### src/rtl/controle_partida.sv
// Match/point sequencer for Pong: clears the scoreboard, times the serve delay,
// issues the serve pulse, tallies goals and flags the end of the match.
`timescale 1ns/1ps

module controle_partida #(
    parameter int PONTOS_VITORIA = 5,
    parameter int ESPERA_SAQUE   = 50,
    parameter int W_PLACAR       = 4,
    parameter int W_ESPERA       = 6
) (
    input  logic                clk,
    input  logic                reset,
    input  logic                iniciar,
    input  logic                pausa,
    input  logic                tick,
    input  logic                gol_esq,
    input  logic                gol_dir,
    output logic [W_PLACAR-1:0] placar_esq,
    output logic [W_PLACAR-1:0] placar_dir,
    output logic                saque,
    output logic                direcao_saque,
    output logic                congela_bola,
    output logic                ganhou,
    output logic                perdeu,
    output logic [2:0]          db_estado
);

    typedef enum logic [2:0] {
        OCIOSO  = 3'd0,
        PREPARA = 3'd1,
        ESPERA  = 3'd2,
        SAQUE   = 3'd3,
        JOGO    = 3'd4,
        PONTO   = 3'd5,
        FIM     = 3'd6
    } estado_t;

    localparam logic [W_ESPERA-1:0] ULTIMO_TICK = W_ESPERA'(ESPERA_SAQUE - 1);
    localparam logic [W_PLACAR-1:0] ALVO        = W_PLACAR'(PONTOS_VITORIA);

    estado_t               estado;
    logic [W_ESPERA-1:0]   contador;
    logic                  lado_dir;   // 1 = right side scored the pending point
    logic [W_PLACAR-1:0]   novo_esq;
    logic [W_PLACAR-1:0]   novo_dir;

    // Saturating next scores; the match normally ends before either side saturates.
    always_comb begin
        novo_esq = (placar_esq == '1) ? placar_esq : placar_esq + W_PLACAR'(1);
        novo_dir = (placar_dir == '1) ? placar_dir : placar_dir + W_PLACAR'(1);
    end

    // NOTE: every register here is updated with <= so all of them see the
    // pre-edge values of each other, whatever order the statements appear in.
    always_ff @(posedge clk) begin
        if (reset) begin
            estado        <= OCIOSO;
            placar_esq    <= '0;
            placar_dir    <= '0;
            contador      <= '0;
            direcao_saque <= 1'b1;
            ganhou        <= 1'b0;
            perdeu        <= 1'b0;
            lado_dir      <= 1'b0;
        end else begin
            case (estado)
                OCIOSO: if (iniciar) estado <= PREPARA;
                PREPARA: begin
                    placar_esq    <= '0;
                    placar_dir    <= '0;
                    contador      <= '0;
                    ganhou        <= 1'b0;
                    perdeu        <= 1'b0;
                    direcao_saque <= 1'b1;
                    estado        <= ESPERA;
                end
                ESPERA: begin
                    if (tick && !pausa) begin
                        if (contador == ULTIMO_TICK) begin
                            contador <= '0;
                            estado   <= SAQUE;
                        end else begin
                            contador <= contador + W_ESPERA'(1);
                        end
                    end
                end
                SAQUE: estado <= JOGO;
                JOGO: begin
                    // gol_esq wins a tie; a simultaneous gol_dir is dropped.
                    if (!pausa) begin
                        if (gol_esq) begin
                            lado_dir <= 1'b1;
                            estado   <= PONTO;
                        end else if (gol_dir) begin
                            lado_dir <= 1'b0;
                            estado   <= PONTO;
                        end
                    end
                end
                PONTO: begin
                    contador <= '0;
                    if (lado_dir) begin
                        placar_dir    <= novo_dir;
                        direcao_saque <= 1'b1;
                        if (novo_dir == ALVO) begin
                            perdeu <= 1'b1;
                            estado <= FIM;
                        end else begin
                            estado <= ESPERA;
                        end
                    end else begin
                        placar_esq    <= novo_esq;
                        direcao_saque <= 1'b0;
                        if (novo_esq == ALVO) begin
                            ganhou <= 1'b1;
                            estado <= FIM;
                        end else begin
                            estado <= ESPERA;
                        end
                    end
                end
                FIM: if (iniciar) estado <= PREPARA;
                default: estado <= OCIOSO;
            endcase
        end
    end

    assign saque        = (estado == SAQUE);
    assign congela_bola = !((estado == JOGO) && !pausa);
    assign db_estado    = estado;

endmodule

### config.mk
export PLATFORM = sky130hd
export DESIGN_NAME = controle_partida
export DESIGN_NICKNAME = d
export VERILOG_FILES = /design/src/rtl/controle_partida.sv
export SDC_FILE = /design/constraint.sdc
export NUM_CORES = 1
export LEC_CHECK = 0
export ABC_AREA = 0
export CORE_MARGIN = 2
export CORE_UTILIZATION = 54
export DETAILED_ROUTE_END_ITERATION = 10
export GPL_TIMING_DRIVEN = 0
export PLACE_DENSITY = 0.83
export RECOVER_POWER = 100
export SYNTH_ARGS = -nofsm -noshare
export SYNTH_HDL_FRONTEND = slang
export SYNTH_SLANG_ARGS = --single-unit
### constraint.sdc
create_clock -name clk -period 2.77 [get_ports clk]
set_input_delay 0.277 -clock clk [delete_from_list [all_inputs] [get_ports clk]]
set_output_delay 0.277 -clock clk [all_outputs]
set_load 0.01 [all_outputs]
# Word-level counts from Yosys, hierarchy flattened
# Cells that the tools add are included.
[word_totals]
regBits = 21
inputBits = 7
out_inout_bits = 16
word_cells = 78
[op_classes]
n_addsub = 3
n_eq_ne = 20
mux = 29
bitwise_logic = 1
reduce_logical = 17
[op_table]
columns = ["cell", "n"]
rows = [
  ["3-bit two-way mux", 9],
  ["3-bit case mux with 6 select lines", 1],
  ["4-bit two-way mux", 4],
  ["4-bit case mux with 2 select lines", 2],
  ["2-bit inequality test, second input constant", 7],
  ["6-bit two-way mux", 2],
  ["6-bit case mux with 2 select lines", 1],
  ["3-bit equality test, second input constant", 3],
  ["3-bit AND reduction", 3],
  ["4-bit by 1-bit adder with 4-bit output, second input constant", 2],
  ["4-bit by 3-bit equality test with 1-bit output, second input constant", 2],
  ["4-bit equality test, second input constant", 2],
  ["1-bit two-way mux", 7],
  ["6-bit by 1-bit adder with 6-bit output, second input constant", 1],
  ["3-bit by 2-bit equality test with 1-bit output, second input constant", 2],
  ["6-bit equality test, second input constant", 1],
  ["1-bit case mux with 2 select lines", 3],
  ["2-bit AND reduction", 3],
  ["2-bit nonzero test", 3],
  ["5-bit AND reduction", 1],
  ["2-bit OR reduction", 2],
  ["3-bit by 1-bit equality test with 1-bit output, second input constant", 1],
  ["3-bit zero test", 1],
  ["3-bit inequality test, second input constant", 1],
  ["other kinds (4)", 6],
]

# Longest topological paths before layout
[logic_depth]
word_depth = 6
mapped_depth = 6
depth_no_buf = 6

# Worst setup path after synthesis
# No wires, ideal clock.
[synth_timing]
path_type = "register to register"
from = "reg placar_esq[0]"
to = "reg estado[2] (netlist: db_estado[2])"
setup_time_ns = 0.101
arrival_time_ns = 1.506
required_time_ns = 2.669
setup_slack_ns = 1.163
path_stages_with_launch = 6
path_buffers = 0
period_less_slack_ns = 1.607
cell_sequence = "dfxtp_1 > ha_1 > or4_1 > o21ai_0 > a311oi_1 > o41ai_1"
[synth_via]
elab_chain_len = 6
elab_cells_between_ends = 7
classes_between = "add/sub (1); eq/ne (2); mux (4)"
[synth_rtl]
columns = ["item", "line", "text"]
rows = [
  ["start, declared", "18", "output logic [W_PLACAR-1:0] placar_esq,"],
  ["start signal, assigned", "112", "placar_esq <= novo_esq;"],
  ["4-bit by 1-bit adder with 4-bit output / 4-bit equality test (equally long branches)", "49", "novo_esq = (placar_esq == '1) ? placar_esq : placar_esq + W_PLACAR'(1);"],
  ["4-bit two-way mux (*)", "49", ""],
  ["4-bit by 3-bit equality test with 1-bit output (*)", "114", "if (novo_esq == ALVO) begin"],
  ["3-bit two-way mux (*)", "114", ""],
  ["3-bit two-way mux (*)", "102", "if (lado_dir) begin"],
  ["3-bit case mux with 6 select lines (*)", "66", "case (estado)"],
  ["end signal, assigned", "67", "OCIOSO: if (iniciar) estado <= PREPARA;"],
  ["end signal, assigned", "116", "estado <= FIM;"],
  ["end signal, assigned", "118", "estado <= ESPERA;"],
  ["end, declared", "41", "estado_t estado;"],
]
# Every way passes the cells marked *; elsewhere a longest branch is shown, timed or not.
# A chain may end at the register's enable or synchronous reset.

# Worst setup path in the final report
[layout_timing]
from = "reg estado[2] (netlist: db_estado[2])"
to = "out congela_bola"
[layout_via]
elab_chain_len = 3
[layout_rtl]
columns = ["item", "line", "text"]
rows = [
  ["start signal, assigned", "57", "estado <= OCIOSO;"],
  ["start signal, assigned", "67", ""],
  ["start signal, assigned", "75", "estado <= ESPERA;"],
  ["3-bit equality test", "129", "assign congela_bola = !((estado == JOGO) && !pausa);"],
  ["1-bit logical AND", "129", ""],
  ["1-bit zero test", "129", ""],
  ["end, declared", "22", "output logic congela_bola,"],
]
# No other way between the ends.

==> flow_summary_export.csv <==
group,metric,value,unit
status,status,"complete, no violations",
synthesis,ys.flop_type,"dfxtp_1",
sta,setup_tns,0,ns
setup_path,crit_chain,"clkbuf_1 > nor4b_1 > inv_1 > dlygate4sd3_1",
clock_tree,clockRootBuffer,"clkbuf_4",
synthesis,synth-edff-count,0,
place,io_buffers,21,
global_routing,grt_usage,23.0,%
sta,final-setup-viol-count,0,
clock_tree,post_cts_buffers,0,
sta,slew_headroom,56.3,%
setup_path,path_buf_inv,3,
synthesis,synth-async-reset-ratio,0,%
setup_path,cp.arrival,2.20,ns
drt,drt_wl_total,2710,um
synthesis,synth-seq-area-share,35.1,%
cells_and_area,final_common_cell,"dfxtp_1",
global_routing,grt_pass1_wl,4570,um
cells_and_area,finalNetCount,185,
sta,maxSlewViolCount,0,
setup_path,worst-setup-path-type,"reg -> out",
clock_tree,cts_resized,0,
setup_path,cp_slowest_cell,"dlygate4sd3_1",
power_and_ir_drop,leakage,0.540,nW
synthesis,synth-warning-count,0,
drt,drc_errors,0,
setup_path,reg2regPathDepth,5,
cells_and_area,final_cell_mix,"21 x dfxtp_1, 16 x nor2_1, 16 x a21oi_1, 16 x dlygate4sd3_1, 10 x nand2_1",
clock_tree,clk_pin_slew,0.13,ns
job,max_cap_violations,0,
clock_tree,htree_num_levels,1,
sta,layout_setup_ws,0.289,ns
sta,hold_violations,0,
drt,drtIter0Drc,21,
sta,whs,0.442,ns
setup_path,worstSetupEndpointType,"output pin",
clock_tree,clock_latency,0.31,ns
sta,fin_crit_sh,89.6,%
setup_path,crit_start,"db_estado[2]$_SDFFE_PP0P_",
setup_path,r2r_start,"db_estado[0]$_SDFFE_PP0P_",
synthesis,ys_ff_latch,21,
synthesis,synth_fp_nets,159,
synthesis,netlist_area,0.00120,sq mm
die,die_x,51.1,um
cells_and_area,layout-drive-gt1-share,3.49,%
clock_tree,postCtsHoldBufs,0,
drt,viasPerCell,5.77,
die,num_rows,17,
place,pre_cts_ws,0.725,ns
clock_tree,cts_buffers,3,
cells_and_area,area_growth,21.1,%
synthesis,synthTopCellsByArea,"dfxtp_1 35%, a21oi_1 6.3%, ha_1 5.2%",
power_and_ir_drop,ir_drop,0.000346,V
sta,rsz0062_at_grt,"no",
die,start_util,55.7,%
sta,fmax,403,MHz
power_and_ir_drop,power_density,502,mW/mm^2
clock_tree,clock_sinks,21,
setup_path,crit_path_max_incr_delay,0.61,ns
global_routing,grt_antenna_before_repair,0,
synthesis,yosys.area.top_type,"dfxtp_1",
sta,max_slew.worst_pin.slew,0.656,ns
global_routing,grt-ovfl-total,0,
hold_path,hp-class,"in -> reg",
setup_path,r2r_end,"contador[5]$_SDFFE_PP0P_",
global_routing,grt_pass1_vias,1046,
setup_path,worstPathRequired,2.49,ns
sta,period_minus_slack,2.48,ns
setup_path,r2r_setup_slack,0.71,ns
setup_path,crit_path_max_fanout,10,
clock_tree,cts.path.max_buffers,2,
drt,ant_nets,0,
place,gp_congestion,0.805,
die,dieHeight,51.1,um
sta,finClkSkew,0.0140,ns
synthesis,avgSynthCellArea,8.15,sq um
setup_path,endpoint,"congela_bola",
die,core_area,0.00215,sq mm
clock_tree,cts_tree,"done",
place,place_hpwl,2000,um
setup_path,startpoint_type,"flop",
setup_path,cp_top_family,"buffers and inverters",
setup_path,cp.depth,4,
drt,dr.pass1.iters,7,
drt,wire_per_inst,13.6,um
synthesis,ys_types,44,
cells_and_area,diodes,0,
synthesis,yosysTopAreaCellShare,35.1,%
die,ioPinCount,23,
die,die_area,0.00261,sq mm
synthesis,synthesis.instances,147,
drt,dr_total_vias,1153,
global_routing,grt_max_degree,13,
==> final cells by class <==
class                      instances  area [sq um]
multi-input combinational        110           688
tap                               28          35.0
clock inverter                     1          5.00
buffer                             8          38.8
fill                             195           698
sequential                        21           420
clock buffer                       3          22.5
timing repair buffer              21           210
inverter                           8          30.0
==> report_power, final <==
part / switching, mW / internal, mW
sequential: 0.0120 / 0.318
clock: 0.0950 / 0.0538
combinational: 0.153 / 0.0954
total: 0.260 / 0.468
==> per-layer routing <==
layer	track usage [%]	part of all wire (%)	vias to the layer above
met1	30.1	47	545
li1	-	-	583
met5	0	0	-
met2	38.5	50	23
met3	2.63	2.7	2
met4	8.56	0.63	0
==> synth_stat cells (3+ instances only) <==
master,n
dfxtp_1,21
nor2_1,16
a21oi_1,15
nand2_1,10
inv_1,7
nor3_1,6
a31oi_1,5
ha_1,5
o21ai_0,5
or3_1,5
clkbuf_1,4
mux2i_1,3
nand3b_1,3
nor2b_1,3
or4_1,3
==> state kept, by name (all words and copies together) (netlist names) <==
signal and count:
placar_dir 4, lado_dir 1, perdeu 1, contador 6, db_estado 3, ganhou 1, placar_esq 4, direcao_saque 1
==> per-stage QoR <==
step | utilization, % | total power [mW] | cell area, sq um | cells
finish | 67.5 | 0.728 | 1450 | 200
global route | 67.5 | 0.776 | 1450 | 200
CTS | 68.4 | 0.752 | 1470 | 200
detailed placement | 67.2 | 0.606 | 1440 | 196
global placement | 67.2 | 0.601 | 1440 | 196
floorplan | - | 0.518 | 1200 | 147
==> logic make-up (layout without fill, tap and decap cells) <==
family | after synthesis | count (layout) | share of synthesized area, %
fa+ha+maj | 5 | 5 | 5.22
mux | 3 | 3 | 2.51
flops | 21 | 21 | 35.1
compound gates | 38 | 38 | 19.9
buf+inv | 16 | 41 | 6.17
xor+xnor | 2 | 2 | 1.46
simple gates | 62 | 62 | 29.7
==> worst min path at each step <==
| stage | startpoint | end | slack (ns) | depth (start not counted) |
|---|---|---|---|---|
| floorplan | gol_esq | lado_dir$_SDFFE_PP0P_ | 0.44 | 2 |
| global placement | ganhou$_SDFFE_PP0P_ | ganhou$_SDFFE_PP0P_ | 0.46 | 2 |
| detailed placement | perdeu$_SDFFE_PP0P_ | perdeu$_SDFFE_PP0P_ | 0.46 | 2 |
| CTS | reset | placar_esq[2]$_SDFFE_PP0P_ | 0.44 | 2 |
| global route | reset | placar_esq[2]$_SDFFE_PP0P_ | 0.49 | 2 |
| finish | reset | placar_esq[2]$_SDFFE_PP0P_ | 0.44 | 2 |
No activity file was read; power rests on OpenSTA's default activity.
